===== config.mk =====
export PLATFORM = sky130hd
export DESIGN_NAME = nova_io_intr_arb
export DESIGN_NICKNAME = d
export VERILOG_FILES = /design/src/rtl/nova_io_intr_arb_pkg.sv /design/src/rtl/nova_io_prio_enc.sv /design/src/rtl/nova_io_intr_arb.sv
export SDC_FILE = /design/constraint.sdc
export NUM_CORES = 1
export LEC_CHECK = 0
export ABC_AREA = 0
export CORE_UTILIZATION = 25
export DETAILED_ROUTE_END_ITERATION = 8
export GPL_TIMING_DRIVEN = 0
export PLACE_DENSITY = 0.79
export SLEW_MARGIN = 40
export SYNTH_ARGS = -nofsm -noshare
export SYNTH_HDL_FRONTEND = slang
export SYNTH_SLANG_ARGS = --single-unit

===== constraint.sdc =====
create_clock -name pclk -period 0.9 [get_ports pclk]
set_input_delay 0.27 -clock pclk [delete_from_list [all_inputs] [get_ports pclk]]
set_output_delay 0.27 -clock pclk [all_outputs]
set_load 0.05 [all_outputs]

===== src/rtl/nova_io_intr_arb_pkg.sv =====
// Shared definitions for the Nova I/O interrupt arbiter: FSM state codes,
// well-known device codes and the CPU mask register width.
package nova_io_intr_arb_pkg;

    localparam int unsigned NOVA_MASK_W = 16;

    typedef enum logic [1:0] {
        ST_IDLE   = 2'd0,
        ST_ASSERT = 2'd1,
        ST_HOLD   = 2'd2
    } arb_state_e;

    localparam logic [5:0] DEV_CPU = 6'o77;
    localparam logic [5:0] DEV_TTI = 6'o10;
    localparam logic [5:0] DEV_TTO = 6'o11;
    localparam logic [5:0] DEV_RTC = 6'o14;

endpackage


===== src/rtl/nova_io_prio_enc.sv =====
// Combinational fixed-priority encoder: index of the lowest set bit of vec.
module nova_io_prio_enc #(
    parameter int unsigned NDEV = 8,
    localparam int unsigned IDX_W = (NDEV > 1) ? $clog2(NDEV) : 1
) (
    input  logic [NDEV-1:0]  vec,
    output logic             any,
    output logic [IDX_W-1:0] idx
);

    always_comb begin
        any = |vec;
        idx = '0;
        // Scan downwards so the lowest set bit is the last one written.
        for (int i = NDEV - 1; i >= 0; i--) begin
            if (vec[i]) begin
                idx = IDX_W'(i);
            end
        end
    end

endmodule


===== src/rtl/nova_io_intr_arb.sv =====
// Nova I/O bus interrupt arbiter: mask filtering, CPU request handshake FSM
// and INTA device-code responder.
module nova_io_intr_arb
    import nova_io_intr_arb_pkg::*;
#(
    parameter int unsigned       NDEV      = 8,
    parameter logic [6*NDEV-1:0] DEV_CODES = {8{6'o00}},
    parameter logic [4*NDEV-1:0] MASK_BITS = {8{4'd0}}
) (
    input  logic                   pclk,
    input  logic                   prst_n,
    input  logic                   bs_rst,
    input  logic [NDEV-1:0]        dev_irq,
    input  logic                   int_en,
    input  logic [0:NOVA_MASK_W-1] int_mask,
    output logic                   cntrl_intr,
    input  logic                   cntrl_intr_ack,
    input  logic                   inta_req,
    output logic                   inta_valid,
    output logic [5:0]             inta_code,
    output logic [NDEV-1:0]        pend_vec
);

    localparam int unsigned IDX_W = (NDEV > 1) ? $clog2(NDEV) : 1;

    arb_state_e       state_q, state_d;
    logic [NDEV-1:0]  pend_q;
    logic [NDEV-1:0]  eff;
    logic             inta_valid_q;
    logic [5:0]       inta_code_q;
    logic [5:0]       inta_code_d;
    logic             any_pend;
    logic [IDX_W-1:0] win_idx;

    // Mask bit numbering follows the Nova convention: int_mask[0] is the MSB.
    always_comb begin
        eff = '0;
        for (int i = 0; i < NDEV; i++) begin
            eff[i] = dev_irq[i] & ~int_mask[MASK_BITS[4*i +: 4]];
        end
    end

    nova_io_prio_enc #(
        .NDEV (NDEV)
    ) u_prio_enc (
        .vec (pend_q),
        .any (any_pend),
        .idx (win_idx)
    );

    always_comb begin
        inta_code_d = 6'o00;
        if (any_pend) begin
            inta_code_d = DEV_CODES[6*int'(win_idx) +: 6];
        end
    end

    always_comb begin
        state_d = state_q;
        case (state_q)
            ST_IDLE: begin
                if (int_en && any_pend) begin
                    state_d = ST_ASSERT;
                end
            end
            ST_ASSERT: begin
                // Ack beats a simultaneous withdrawal so the CPU never sees a lost ack.
                if (cntrl_intr_ack) begin
                    state_d = ST_HOLD;
                end else if (!int_en || !any_pend) begin
                    state_d = ST_IDLE;
                end
            end
            ST_HOLD: begin
                // Stay quiet until the CPU's ION clear has been seen.
                if (!int_en) begin
                    state_d = ST_IDLE;
                end
            end
            default: state_d = ST_IDLE;
        endcase
    end

    always_ff @(posedge pclk or negedge prst_n) begin
        if (!prst_n) begin
            state_q      <= ST_IDLE;
            pend_q       <= '0;
            inta_valid_q <= 1'b0;
            inta_code_q  <= 6'o00;
        end else if (bs_rst) begin
            state_q      <= ST_IDLE;
            pend_q       <= '0;
            inta_valid_q <= 1'b0;
            inta_code_q  <= 6'o00;
        end else begin
            state_q      <= state_d;
            pend_q       <= eff;
            inta_valid_q <= inta_req;
            if (inta_req) begin
                inta_code_q <= inta_code_d;
            end
        end
    end

    assign cntrl_intr = (state_q == ST_ASSERT);
    assign inta_valid = inta_valid_q;
    assign inta_code  = inta_code_q;
    assign pend_vec   = pend_q;

endmodule


==> impl_metrics.py, run 1 <==
metrics = {
    "status": {
        "status": "complete, but fails checks",
        "violations": "negative setup slack",
    },
    "global_routing": {
        "grt_pass1_vias": 418,
        "grt_max_degree": 12,
        "grtUsageTotal": 0.122,
        "grt_use_met2": 0.226,
        "gr-usage-met3": 0.0367,
        "overflow": 0,
        "grt_pass1_wl_um": 1650,
        "grt.met1_usage": 0.109,
        "antenna_found_initial": 0,
        "busiest_layer": "met2",
    },
    "floorplanning": {
        "die_h_um": 44.3,
        "start_util": 0.281,
        "die_x_um": 44.3,
        "ios": 46,
        "row_count": 14,
        "placeableCoreArea_sq_um": 1590,
        "die-area_sq_um": 1970,
    },
    "setup_path": {
        "reg2reg_depth": 4,
        "end_kind": "output pin",
        "slowest_delay_ns": 0.41,
        "path_cells": "nor2b_4 -> buf_6",
        "crit_buf_inv": 1,
        "required_ns": 0.63,
        "crit_path_start_kind": "register",
        "crit_cells": 2,
        "cp_max_fo": 2,
        "critical_path.startpoint": "state_q[1]$_DFFE_PN0P_",
        "crit_slowest_cell": "dfrtp_1",
        "r2r_start": "state_q[1]$_DFFE_PN0P_",
        "crit_end": "cntrl_intr",
        "crit_arrival_ns": 0.94,
        "r2r_slack_ns": -0.30,
        "crit_family": "flip-flops",
        "r2r_end": "state_q[0]$_DFFE_PN0P_",
        "path_class": "reg -> out",
    },
    "synth": {
        "postSynthAreaPerCell_sq_um": 12.1,
        "muxShareOfSynthArea": 0,
        "synth-compound-area-share": 0.0587,
        "synth_top_family_by_area": "simple AND/OR/NAND/NOR gates",
        "yosysWarningCount": 0,
        "netlist_area_sq_um": 448,
        "ys_types": 12,
        "yosysSeqAreaShare": 0.615,
        "synthSimpleGateAreaFrac": 0.209,
        "synthXorXnorAreaFrac": 0,
        "synth_cells": 37,
        "synthAdderAreaFrac": 0,
        "ys_ff_latch": 11,
    },
    "clock_network": {
        "insertion_delay_ns": 0.26,
        "cts.sinks": 11,
        "cts_hold_buf": 0,
        "clockBufferDepth": 2,
        "clk_pin_slew_worst_paths_ns": 0.07,
        "clockRootBuffer": "clkbuf_4",
        "numCtsBuffers": 3,
        "cts_max_level": 1,
        "cts_tree": "done",
    },
    "placed_design": {
        "dp_cells": 90,
        "portBuffers": 24,
        "place_congestion": 0.631,
    },
    "finish": {
        "syn_to_final_growth_pct": 101,
        "fin_util": 0.566,
        "drive_gt1_frac": 0.506,
        "fin_nets": 110,
        "fin_cells": 103,
        "antenna_cells": 0,
    },
    "detailed_routing": {
        "drtPass1Iterations": 2,
        "dr.first_iter.drc_count": 2,
        "totalWireLength_um": 1020,
        "num_vias": 400,
        "wl_per_cell_um": 9.85,
        "drc": 0,
        "via_per_inst": 3.88,
        "ant_nets": 0,
    },
    "power_and_ir_drop": {
        "cellPowerDensity_nw_per_um2": 1340,
        "ir_drop_uv": 713,
        "p_leak_uw": 0.000434,
    },
    "timing": {
        "setup_ws_ns": -0.306,
        "maxSlewViolCount": 0,
        "finalHoldViolCount": 0,
        "rsz0062_at_grt": "true",
        "period_minus_slack_ns": 1.21,
        "fin_skew_ns": 0.00207,
        "timing.fmax_mhz": 829,
        "finalCritPeriodShare": 1.34,
        "setup_viol": 12,
    },
    "worst_hold_path": {
        "min_path_type": "in -> async",
    },
    "flow_run": {
        "cap_violations": 0,
    },
}
==> kinds of logic (layout without fill, tap and decap cells) <==
logic type,count (synthesis),after routing
AO/OA/AOI/OAI,3,3
flip-flops,11,11
buffers and inverters,7,44
AND/OR/NAND/NOR,15,15
other,1,6
==> timing repair <==
action                                  4_1_cts  5_1_grt
endpoints found under the setup margin       19       12
resized for setup                            74        3
setup buffers                                 4        6
pin swaps                                     1        2
==> cell usage after synthesis <==
master / instances / area [sq um]
a211o_1: 1 / 8.76
nor4_1: 2 / 12.5
inv_1: 1 / 3.75
nor2_1: 1 / 3.75
a211oi_2: 1 / 12.5
a21oi_1: 1 / 5.00
conb_1: 1 / 3.75
dfrtp_1: 11 / 275
buf_4: 6 / 45.0
nor2b_1: 2 / 12.5
and2_1: 8 / 50.1
nand3b_1: 2 / 15.0
==> worst min-delay path by stage <==
| stage | slack [ns] | endpoint | depth (start not counted) |
|---|---|---|---|
| detailed placement | 0.60 | state_q[1]$_DFFE_PN0P_ | 2 |
| finish | 0.33 | pend_vec[2]$_DFF_PN0_ | 1 |
| global route | 0.36 | inta_valid$_DFF_PN0_ | 1 |
| CTS | 0.34 | pend_vec[2]$_DFF_PN0_ | 1 |
| floorplan | -0.03 | inta_valid$_DFF_PN0_ | 0 |
| global placement | 0.57 | state_q[1]$_DFFE_PN0P_ | 2 |
==> report_power, final <==
part / total [uW] / switching (uW) / leakage (uW) / internal (uW)
clock: 324 / 153 / 0.0000150 / 171
combinational: 348 / 187 / 0.000280 / 161
sequential: 534 / 17.3 / 0.000139 / 517
==> cell usage in the layout (no fill, tap or decap), drive strengths merged <==
| master | Yosys | layout |
|---|---|---|
| a211o | 1 | 1 |
| a211oi | 1 | 1 |
| a21oi | 1 | 1 |
| and2 | 8 | 8 |
| buf | 6 | 25 |
| clkbuf | 0 | 4 |
| clkdlybuf4s50 | 0 | 13 |
| conb | 1 | 6 |
| dfrtp | 11 | 11 |
| dlygate4sd2 | 0 | 1 |
| inv | 1 | 1 |
| nand3b | 2 | 2 |
| nor2 | 1 | 1 |
| nor2b | 2 | 2 |
| nor4 | 2 | 2 |
==> stage by stage <==
| stage | setup TNS, ns | total power [uW] | worst slack (ns) | hold slack [ns] | instance area [sq um] |
|---|---|---|---|---|---|
| floorplan | -0.208 | 724 | -0.139 | -0.0256 | 494 |
| global placement | -10.08 | 837 | -0.664 | 0.572 | 764 |
| detailed placement | -10.58 | 842 | -0.683 | 0.600 | 764 |
| CTS | -2.39 | 1210 | -0.318 | 0.339 | 848 |
| global route | -2.90 | 1270 | -0.345 | 0.359 | 902 |
| finish | -2.50 | 1210 | -0.306 | 0.332 | 902 |
==> routing by layer <==
layer,part of all wire,vias up
li1,-,192
met5,0,-
met1,0.32,187
met3,0.089,2
met4,0.0059,0
met2,0.59,19
==> final cells by class <==
type,count,area [sq um]
plain buffers,6,45.0
clock buffers,4,26.3
fillers,142,692
inverters,1,3.75
multi-input cells,24,191
flip-flops and latches,11,283
well taps,24,30.0
repair buffers,33,323
==> sequential cells by signal, indices dropped and copies added, names as in the netlist <==
name and count:
inta_valid 1, pend_vec 8, state_q 2
Power figures use the tool's default switching activity.
==> run 2, diff against run 1 <==
--- a/config.mk
+++ b/config.mk
@@ -7,9 +7,11 @@
 export LEC_CHECK = 0
 export ABC_AREA = 0
 export CORE_UTILIZATION = 25
+export CTS_CLUSTER_SIZE = 16
 export DETAILED_ROUTE_END_ITERATION = 8
 export GPL_TIMING_DRIVEN = 0
 export PLACE_DENSITY = 0.79
+export SKIP_CTS_REPAIR_TIMING = 1
 export SLEW_MARGIN = 40
 export SYNTH_ARGS = -nofsm -noshare
 export SYNTH_HDL_FRONTEND = slang
==> impl_metrics.py, run 2 (synthesized netlist as in run 1, its figures left out) <==
metrics = {
    "floorplanning": {
        "die_h_um": 44.3,
        "placeableCoreArea_sq_um": 1590,
        "die-area_sq_um": 1970,
        "ios": 46,
        "die_x_um": 44.3,
        "start_util": 0.281,
        "row_count": 14,
    },
    "power_and_ir_drop": {
        "seqPwrFrac": 0.449,
        "internal_power_uw": 838,
        "p_sw_uw": 352,
        "p_leak_uw": 0.000416,
        "cellPowerDensity_nw_per_um2": 1380,
        "pwr-share-clk": 0.272,
        "swShare": 0.296,
        "power_uw": 1190,
        "p_comb_frac": 0.278,
        "ir_drop_uv": 687,
    },
    "detailed_routing": {
        "ant_nets": 0,
        "wl_per_cell_um": 9.91,
        "totalWireLength_um": 981,
        "num_vias": 387,
        "drc": 0,
        "drtPass1Iterations": 2,
        "via_per_inst": 3.91,
        "dr.first_iter.drc_count": 1,
    },
    "placed_design": {
        "place_congestion": 0.631,
        "post_dp_cell_area_sq_um": 764,
        "dp_cells": 90,
        "portBuffers": 24,
    },
    "timing": {
        "rsz0062_at_grt": "true",
        "maxSlewViolCount": 0,
        "fin_setup_tns_ns": -2.26,
        "setup_ws_ns": -0.320,
        "setup_viol": 11,
        "period_minus_slack_ns": 1.22,
        "finalHoldViolCount": 0,
        "timing.fmax_mhz": 820,
        "finalCritPeriodShare": 1.36,
        "fin_skew_ns": 0.00178,
    },
    "setup_path": {
        "cp_max_fo": 3,
        "required_ns": 0.63,
        "end_kind": "output pin",
        "crit_arrival_ns": 0.95,
        "crit_path_start_kind": "register",
        "path_class": "reg -> out",
    },
    "flow_run": {
        "cap_violations": 0,
    },
    "finish": {
        "syn_to_final_growth_pct": 92.7,
        "antenna_cells": 0,
        "fin_area_sq_um": 863,
        "fin_util": 0.542,
        "largest_register_ffs": 8,
        "fin_cells": 99,
        "fillers": 152,
        "fin_nets": 106,
        "final_cell_mix": "clkdlybuf4s50_1, buf_4, buf_6, and2_1",
        "final_common_cell": "clkdlybuf4s50_1",
        "drive_gt1_frac": 0.480,
    },
    "global_routing": {
        "grt_pass1_vias": 398,
        "grtUsageTotal": 0.115,
        "antenna_found_initial": 0,
        "grt_pass1_wl_um": 1540,
        "overflow": 0,
        "grt_max_degree": 12,
    },
    "clock_network": {
        "cts.sinks": 11,
        "cts_max_level": 1,
        "clockBufferDepth": 2,
        "numCtsBuffers": 3,
        "insertion_delay_ns": 0.26,
        "clockRootBuffer": "clkbuf_4",
        "clk_pin_slew_worst_paths_ns": 0.06,
        "cts_tree": "done",
    },
    "status": {
        "violations": "negative setup slack",
        "status": "complete, but fails checks",
    },
    "worst_hold_path": {
        "min_path_type": "in -> reg",
    },
}
-- run 2: cell count changes in the layout (fill, tap and decap cells not counted), sizes merged --
| cell | previous run | this run |
|---|---|---|
| dlymetal6s2s | 0 | 1 |
| dlygate4sd2 | 1 | 0 |
| buf | 25 | 21 |
-- run 2: path summary, 6_finish.rpt --
kind	startpoint	to	slack (ns)	depth (start not counted)
min in group asynchronous	prst_n	pend_vec[2]$_DFF_PN0_	0.33	1
max reg2reg	state_q[1]$_DFFE_PN0P_	state_q[0]$_DFFE_PN0P_	-0.16	3
max	state_q[1]$_DFFE_PN0P_	cntrl_intr	-0.32	2
max in group asynchronous	prst_n	pend_vec[7]$_DFF_PN0_	0.22	1
min	bs_rst	state_q[1]$_DFFE_PN0P_	0.31	2
min reg2reg	state_q[0]$_DFFE_PN0P_	state_q[1]$_DFFE_PN0P_	0.61	2
-- run 2: critical path, cell delays in order (launching register included) --
cell and delay, ns:
dfrtp_1 0.42, nor2b_4 0.12, buf_6 0.16
-- run 2: power by group through the flow --
stage | clock network (uW) | logic (uW) | registers, uW
floorplan | 0 | 126 | 598
global placement | 0 | 297 | 540
detailed placement | 0 | 301 | 541
CTS | 346 | 302 | 531
global route | 371 | 351 | 536
finish | 324 | 331 | 535
-- run 2: area by class of cell --
cell class / count / area [sq um] / share of cell area
buffer: 6 / 45.0 / 0.0522
inverter: 1 / 3.75 / 0.00435
sequential: 11 / 283 / 0.328
timing repair buffer: 29 / 293 / 0.339
clock buffer: 4 / 26.3 / 0.0304
multi-input combinational: 24 / 183 / 0.212
tap: 24 / 30.0 / 0.0348
-- run 2: per-layer routing --
layer | vias up | part of all wire | GRT usage
li1 | 185 | - | -
met1 | 181 | 0.32 | 0.102
met2 | 19 | 0.58 | 0.209
met3 | 2 | 0.091 | 0.0367
met4 | 0 | 0.0061 | 0.0909
met5 | - | 0 | 0
-- run 2: per-stage QoR --
stage                     hold slack, ns  setup slack [ns]
after CTS                          0.339            -0.979
final                              0.314            -0.320
after global placement             0.572            -0.664
after detailed placement           0.600            -0.683
after floorplan                  -0.0256            -0.139
after global routing               0.316            -0.359
==> run 3, diff against run 2 <==
--- a/config.mk
+++ b/config.mk
@@ -16,3 +16,4 @@
 export SYNTH_ARGS = -nofsm -noshare
 export SYNTH_HDL_FRONTEND = slang
 export SYNTH_SLANG_ARGS = --single-unit
+export TNS_END_PERCENT = 10
==> impl_metrics.py, run 3 (synthesized netlist as in run 1, its figures left out) <==
metrics = {
    "clock_network": {
        "insertion_delay_ns": 0.26,
        "cts_tree": "done",
        "cts.sinks": 11,
        "numCtsBuffers": 3,
        "clockRootBuffer": "clkbuf_4",
        "clockBufferDepth": 2,
        "cts_max_level": 1,
        "clk_pin_slew_worst_paths_ns": 0.06,
    },
    "power_and_ir_drop": {
        "ir_drop_uv": 736,
        "power_uw": 1180,
        "p_leak_uw": 0.000396,
        "cellPowerDensity_nw_per_um2": 1410,
    },
    "detailed_routing": {
        "via_per_inst": 3.89,
        "drc": 0,
        "num_vias": 373,
        "wl_per_cell_um": 9.65,
        "ant_nets": 0,
        "totalWireLength_um": 926,
        "dr.first_iter.drc_count": 1,
        "drtPass1Iterations": 2,
    },
    "finish": {
        "fin_nets": 103,
        "largest_register_ffs": 8,
        "fin_util": 0.522,
        "fin_cells": 96,
        "fin_area_sq_um": 832,
        "antenna_cells": 0,
        "final_common_cell": "clkdlybuf4s50_1",
        "drive_gt1_frac": 0.458,
        "final_cell_mix": "clkdlybuf4s50_1, buf_6, and2_1, buf_4",
        "syn_to_final_growth_pct": 85.8,
    },
    "global_routing": {
        "grt_max_degree": 12,
        "grt_pass1_wl_um": 1540,
        "grt_pass1_vias": 398,
        "antenna_found_initial": 0,
        "overflow": 0,
        "grtUsageTotal": 0.115,
    },
    "floorplanning": {
        "ios": 46,
        "die_x_um": 44.3,
        "die-area_sq_um": 1970,
        "die_h_um": 44.3,
        "start_util": 0.281,
        "row_count": 14,
        "placeableCoreArea_sq_um": 1590,
    },
    "timing": {
        "fin_skew_ns": 0.00209,
        "rsz0062_at_grt": "true",
        "timing.fmax_mhz": 817,
        "period_minus_slack_ns": 1.22,
        "setup_viol": 11,
        "maxSlewViolCount": 0,
        "finalCritPeriodShare": 1.36,
        "finalHoldViolCount": 0,
        "setup_ws_ns": -0.323,
    },
    "status": {
        "status": "complete, but fails checks",
        "violations": "negative setup slack",
    },
    "setup_path": {
        "path_cells": "nor2b_4 -> buf_6",
        "r2r_slack_ns": -0.17,
        "path_class": "reg -> out",
        "crit_slowest_cell": "dfrtp_1",
        "required_ns": 0.63,
        "crit_path_start_kind": "register",
        "end_kind": "output pin",
        "crit_arrival_ns": 0.95,
        "slowest_delay_ns": 0.42,
        "cp_max_fo": 3,
    },
    "placed_design": {
        "pre_cts_ws_ns": -0.683,
        "dp_cells": 90,
        "portBuffers": 24,
        "place_congestion": 0.631,
        "post_dp_cell_area_sq_um": 764,
    },
    "flow_run": {
        "cap_violations": 0,
    },
    "worst_hold_path": {
        "min_path_type": "in -> reg",
    },
}
-- run 3: power by group --
part           switching [uW]  internal (uW)
Combinational             177            141
Clock                     152            171
Sequential               17.7            517
-- run 3: area by class of cell --
| type | instances | area [sq um] |
|---|---|---|
| flip-flops and latches | 11 | 283 |
| fillers | 149 | 762 |
| inverters | 1 | 3.75 |
| repair buffers | 26 | 270 |
| well taps | 24 | 30.0 |
| plain buffers | 6 | 45.0 |
| multi-input cells | 24 | 174 |
| clock buffers | 4 | 26.3 |
-- run 3: metrics by stage --
step                hold WS [ns]  setup TNS (ns)
floorplan                -0.0256          -0.208
global placement           0.572          -10.08
detailed placement         0.600          -10.58
CTS                        0.339           -9.77
global route               0.319           -2.64
finish                     0.311           -2.24
-- run 3: worst paths after layout --
kind,from,to,cells after the start
setup / recovery,state_q[1]$_DFFE_PN0P_,cntrl_intr,2
hold / removal,bs_rst,state_q[1]$_DFFE_PN0P_,2
setup reg to reg,state_q[1]$_DFFE_PN0P_,state_q[0]$_DFFE_PN0P_,3
hold reg to reg,state_q[0]$_DFFE_PN0P_,state_q[1]$_DFFE_PN0P_,2
max in group asynchronous,prst_n,pend_vec[7]$_DFF_PN0_,1
min in group asynchronous,prst_n,pend_vec[2]$_DFF_PN0_,1
-- run 3: worst max-delay path, delay by kind of cell (launching register included) --
kind	cells	cell delay (ns)
flip-flops	1	0.42
AND/OR/NAND/NOR	1	0.12
buffers and inverters	1	0.16
-- run 3: metal layers --
layer	part of all wire	up-vias	track usage	routed length [um]
met2	0.57	19	0.209	527
li1	-	178	-	-
met1	0.33	174	0.102	303
met3	0.096	2	0.0367	89
met4	0.0065	0	0.0909	6
met5	0	-	0	0
==> RTL edit 1 (config.mk and constraints of run 3) <==
Encoding of `arb_state_e`: now one-hot (3 bits for 3 states).
--- a/src/rtl/nova_io_intr_arb_pkg.sv
+++ b/src/rtl/nova_io_intr_arb_pkg.sv
@@ -4,10 +4,10 @@
 
     localparam int unsigned NOVA_MASK_W = 16;
 
-    typedef enum logic [1:0] {
-        ST_IDLE   = 2'd0,
-        ST_ASSERT = 2'd1,
-        ST_HOLD   = 2'd2
+    typedef enum logic [2:0] {
+        ST_IDLE   = 3'b001,
+        ST_ASSERT = 3'b010,
+        ST_HOLD   = 3'b100
     } arb_state_e;
 
     localparam logic [5:0] DEV_CPU = 6'o77;
Behaviour: no difference found for any inputs over 10 cycles, from zero or initial values and one cycle with prst_n low; not proved beyond that.
==> RTL edit 1 against run 3 <==
- sequential power increased by 12%
- synthesized area increased by 23%
- worst setup slack got worse by 0.16 ns
- cell count increased by 18%
- largest power group unchanged
- total power increased by 17%
- routed wire length increased by 30%
- sequential cell count increased by 1
- highest routed layer unchanged
- maximum frequency decreased by 11%
- final area increased by 16%
- critical endpoint unchanged
- the run still ends with negative setup slack left
- hold slack improved by 0.029 ns
==> RTL edit 1: results (changes against run 3) <==
* Largest net degree at the start of global routing at 13 (was 12)
* Final Worst Setup Slack at -0.481 ns (was -0.323 ns)
* GR Util All Layers at 0.104 (was 0.115)
* GPL Wtd Cong at 0.777 (was 0.631)
* Placed Cells incl. Taps at 104 (was 90)
* Worst-skew pair later-pin latency at approximately 0.27 ns
* CP max FO at 8 (was 3)
* Unique masters post-synth at 22 (was 12)
* Nets@finish at 117 (was 103)
* Reg2reg path depth at 3 (unchanged)
* Synth Warn # at 0 (unchanged)
* Sequential area share after synthesis at 0.546 (was 0.615)
* Failing checks: negative setup slack (unchanged)
* # diodes at 0 (unchanged)
* DR pass1 iterations at 2 (unchanged)
* IO Port Bufs at 24 (unchanged)
* Adder-Cell Fraction of Synth Area at 0 (unchanged)
* Routed length per instance at 10.6 µm (was 9.65 µm)
* Clock-pin slew on the worst setup and hold paths at 0.08 ns (was 0.06 ns)
* Synth Area in Compound Gates at 0.0907 (was 0.0587)
* Hpwl dp at 846 µm
* Vias per cell at 4.12 (was 3.89)
* Cell Count, Final, Fillers Out at 113 (was 96)
* Global-route wire length before repair at 1830 µm (was 1540 µm)
* Max FFs per register at 8 (unchanged)
* Drt first-iter violations at 4 (was 1)
* Peak VDD IR at 679 µV (was 736 µV)
* Vias in the first global route at 453 (was 398)
* Clock Skew at 0.00166 ns (was 0.00209 ns)
* Status: complete, but fails checks (unchanged)
* Layout cell share with drive strength beyond 1 at 0.442 (was 0.458)
* R2R Path Start: pend_vec[1] (was state_q[1])
* Worst hold path type: input port to asynchronous set/reset pin (was input port to register)
* Initial antenna violation count at 0 (unchanged)
* H-tree levels at 1 (unchanged)
* Synth cell count leaders: 11 x dfrtp_1, 8 x and2_1, 6 x buf_4 (unchanged)
* Crit path from: state_q[0] (was state_q[1])
* Clock buffer depth at 2 (unchanged)
* Post-synthesis mux area share at 0.0181 (was 0)
* Least-Margin Pin Slew at roughly 0.53 ns
* Synth Area in XOR/XNOR at 0 (unchanged)
* Num CTS Buffers at 3 (unchanged)
* Leak Pwr at 0.442 nW (was 0.396 nW)
* Mapped Avg Cell Area at 11.5 µm² (was 12.1 µm²)
* Setup violators final at 21 (was 11)
* Top cells by area, synth: dfrtp_1 50%, and2_1 9.1%, buf_4 8.2% (was dfrtp_1 61%, and2_1 11%, buf_4 10%)
## RTL edit 1: cell type report
type | count | area (µm²)
buffer | 7 | 56.3
clock buffer | 4 | 36.3
fill | 209 | 1060
multi-input combinational | 34 | 236
sequential | 12 | 310
tap | 27 | 33.8
timing repair buffer | 29 | 290
## RTL edit 1: metrics by stage
step                      power, mW  hold WS (ns)  instance area (µm²)  setup TNS [ns]  setup slack [ns]
after global routing           1.45         0.362                  963           -5.30            -0.521
after detailed placement      0.928         0.608                  857          -12.80            -0.826
after floorplan               0.802       -0.0256                  583           -1.50            -0.521
after CTS                      1.36         0.353                  893          -11.23             -1.14
after global placement        0.922         0.585                  857          -12.42            -0.809
final                          1.38         0.340                  963           -4.19            -0.481
## RTL edit 1: logic make-up (layout without fill, tap and decap cells)
kind of cell	Yosys count	after routing
AOI/OAI and AO/OA	7	7
buffers and inverters	7	40
DFF	12	12
muxes	1	1
other	1	6
and+or+nand+nor	20	20
## RTL edit 1: critical path, cell delays in order (launching register included)
cell and delay (ns):
dfstp_2 0.62, nor3b_4 0.06, buf_6 0.15
## RTL edit 1: routing by layer
layer	vias to the layer above	track usage	routed length (µm)
met5	-	0	0
met4	0	0.0686	10
met3	2	0.0405	87
met2	22	0.167	635
met1	211	0.114	467
li1	230	-	-
## RTL edit 1: path summary, 6_finish.rpt
kind / to / slack [ns]
worst min register to register: state_q[1] / 0.65
max in group asynchronous: state_q[2] / 0.18
worst max register to register: state_q[0] / -0.43
worst min-delay path: state_q[1] / 0.34
worst max-delay path: cntrl_intr / -0.48
min in group pclk: inta_valid / 0.54
## RTL edit 1: power breakdown
group / switching [mW] / internal (mW) / total (mW)
Combinational: 0.188 / 0.166 / 0.354
Sequential: 0.0262 / 0.570 / 0.596
Clock: 0.182 / 0.246 / 0.428
==> RTL edit 2 (config.mk and constraints of run 3) <==
Without the edit above. `NDEV` is set to 8 in 2 places; all go to 16.
--- a/src/rtl/nova_io_prio_enc.sv
+++ b/src/rtl/nova_io_prio_enc.sv
@@ -1,6 +1,6 @@
 // Combinational fixed-priority encoder: index of the lowest set bit of vec.
 module nova_io_prio_enc #(
-    parameter int unsigned NDEV = 8,
+    parameter int unsigned NDEV = 16,
     localparam int unsigned IDX_W = (NDEV > 1) ? $clog2(NDEV) : 1
 ) (
     input  logic [NDEV-1:0]  vec,
--- a/src/rtl/nova_io_intr_arb.sv
+++ b/src/rtl/nova_io_intr_arb.sv
@@ -3,7 +3,7 @@
 module nova_io_intr_arb
     import nova_io_intr_arb_pkg::*;
 #(
-    parameter int unsigned       NDEV      = 8,
+    parameter int unsigned       NDEV      = 16,
     parameter logic [6*NDEV-1:0] DEV_CODES = {8{6'o00}},
     parameter logic [4*NDEV-1:0] MASK_BITS = {8{4'd0}}
 ) (
Interface: changed (resized dev_irq and pend_vec); port bits go from 46 to 62. No check against the original RTL was run, so the function may have changed too.
==> RTL edit 2 against run 3 <==
- the run still ends with negative setup slack left
- combinational power is 48% higher
- die area is 63% higher
- synthesized cell count is 54% higher
- largest power group unchanged
- worst setup slack worse by 0.010 ns
- routed wire length is 55% higher
- sequential cell count is 8 higher
- final area is 59% higher
- core utilization is 4.7 points lower
- total power is 52% higher
- first-iteration DRC count stayed put
- synthesized area is 66% higher
==> RTL edit 2: results (changes against run 3) <==
* Sequential area share after synthesis at 0.638 (was 0.615)
* Setup violators final at 20 (was 11)
* Post-synth ARST share at 1.00 (unchanged)
* Peak VDD IR at 919 µV (was 736 µV)
* Synth Warn # at 0 (unchanged)
* Vias in the first global route at 577 (was 398)
* IO Port Bufs at 40 (was 24)
* Worst hold path type: input port to register (unchanged)
* Total Wirelength at 1440 µm (was 926 µm)
* Min-delay src: bs_rst (unchanged)
* Layout cell share with drive strength beyond 1 at 0.473 (was 0.458)
* GR Util All Layers at 0.104 (was 0.115)
* Slowest stage delay, CP at 0.42 ns (about the same)
* CP max FO at 2 (was 3)
* Synth cell count leaders: 19 x dfrtp_1, 16 x and2_1, 6 x buf_4, 4 x nor4_2, 3 x nor2b_1 (was 11 x dfrtp_1, 8 x and2_1, 6 x buf_4)
* Drt first-iter violations at 1 (unchanged)
* Status: complete, but fails checks (unchanged)
* H-tree levels at 1 (unchanged)
* Hold Fails Final Rpt at 0 (unchanged)
* Crit path capture: cntrl_intr (unchanged)
* Vias at 562 (was 373)
* Worst hold slack at 0.282 ns (was 0.311 ns)
* Cell depth of the worst hold path at 2 (unchanged)
* Mapped Avg Cell Area at 13.1 µm² (was 12.1 µm²)
* Min-Delay Endpoint: inta_valid (was state_q[1])
* Clock Skew at 0.00205 ns (was 0.00209 ns)
* Placed Cells incl. Taps at 133 (was 90)
* R2R Path End: state_q[0] (unchanged)
* GPL Wtd Cong at 0.624 (was 0.631)
* Max FFs per register at 16 (was 8)
* Fill cells at 272 (was 149)
* Root buffer cell: clkbuf_4 (unchanged)
* Reg2reg path depth at 3 (unchanged)
* Num CTS Buffers at 3 (unchanged)
* Top_reg_cell synth: dfrtp_1 (unchanged)
* Initial antenna violation count at 0 (unchanged)
* Worst-skew pair later-pin latency at 0.28 ns (was 0.26 ns)
* Global-route wire length before repair at 2510 µm (was 1540 µm)
* Unique masters post-synth at 14 (was 12)
* Cell Count, Final, Fillers Out at 141 (was 96)
* Failing checks: negative setup slack (unchanged)
* DR pass1 iterations at 2 (unchanged)
* Leak Pwr at 0.624 nW (was 0.396 nW)
* Largest net degree at the start of global routing at 20 (was 12)
* Aggregate global routing overflow at 0 (unchanged)
* R2R Path Start: pend_vec[10] (was state_q[1])
* Top cells by area, synth: dfrtp_1 64%, and2_1 13%, nor4_2 6.7% (was dfrtp_1 61%, and2_1 11%, buf_4 10%)
* # diodes at 0 (unchanged)
* Worst R2R Setup Slack at -0.20 ns (was -0.17 ns)
* Nets@finish at 149 (was 103)
* Final Worst Setup Slack at -0.334 ns (was -0.323 ns)
* Critical-path top delay cell: dfrtp_1 (unchanged)
* Clock-pin slew on the worst setup and hold paths at 0.10 ns (was 0.06 ns)
RTL edit 2: metal layers:
| layer | wire length, µm | global-route usage | vias to the layer above |
|---|---|---|---|
| met3 | 166 | 0.0415 | 0 |
| met4 | 0 | 0.0418 | 0 |
| met1 | 498 | 0.116 | 256 |
| li1 | - | - | 279 |
| met5 | 0 | 0 | - |
| met2 | 772 | 0.176 | 27 |
RTL edit 2: where the power goes:
part | internal, mW | total (mW) | switching, mW
Combinational | 0.219 | 0.470 | 0.251
Sequential | 0.892 | 0.921 | 0.0286
Clock | 0.172 | 0.397 | 0.225
RTL edit 2: per-stage QoR:
step           worst slack, ns  setup TNS, ns   util  power [mW]  area, µm²
2_1_floorplan           -0.240         -0.446      -        1.18        785
3_3_place_gp            -0.655         -25.03  0.440        1.37       1220
3_5_place_dp            -0.663         -26.35  0.440        1.38       1220
4_1_cts                  -1.00         -20.63  0.449        1.79       1250
5_1_grt                 -0.398          -5.43  0.475        1.90       1320
6_report                -0.334          -4.40  0.475        1.79       1320
RTL edit 2: cells by family after synthesis:
| family | after synthesis | share of synthesized area |
|---|---|---|
| DFF | 19 | 0.638 |
| AOI/OAI and AO/OA | 1 | 0.00670 |
| buffers and inverters | 7 | 0.0671 |
| other | 1 | 0.00503 |
| and+or+nand+nor | 29 | 0.284 |
RTL edit 2: layout make-up:
type / count / area share
clock buffers: 4 / 0.0199
repair buffers: 44 / 0.348
flip-flops and latches: 19 / 0.373
plain buffers: 7 / 0.0427
well taps: 31 / 0.0294
multi-input cells: 36 / 0.187
RTL edit 2: worst reg2reg max path: stages (launching register included):
cell and delay [ns]:
dfrtp_2 0.42, nor4_2 0.28, nand4_1 0.14, and3_1 0.16
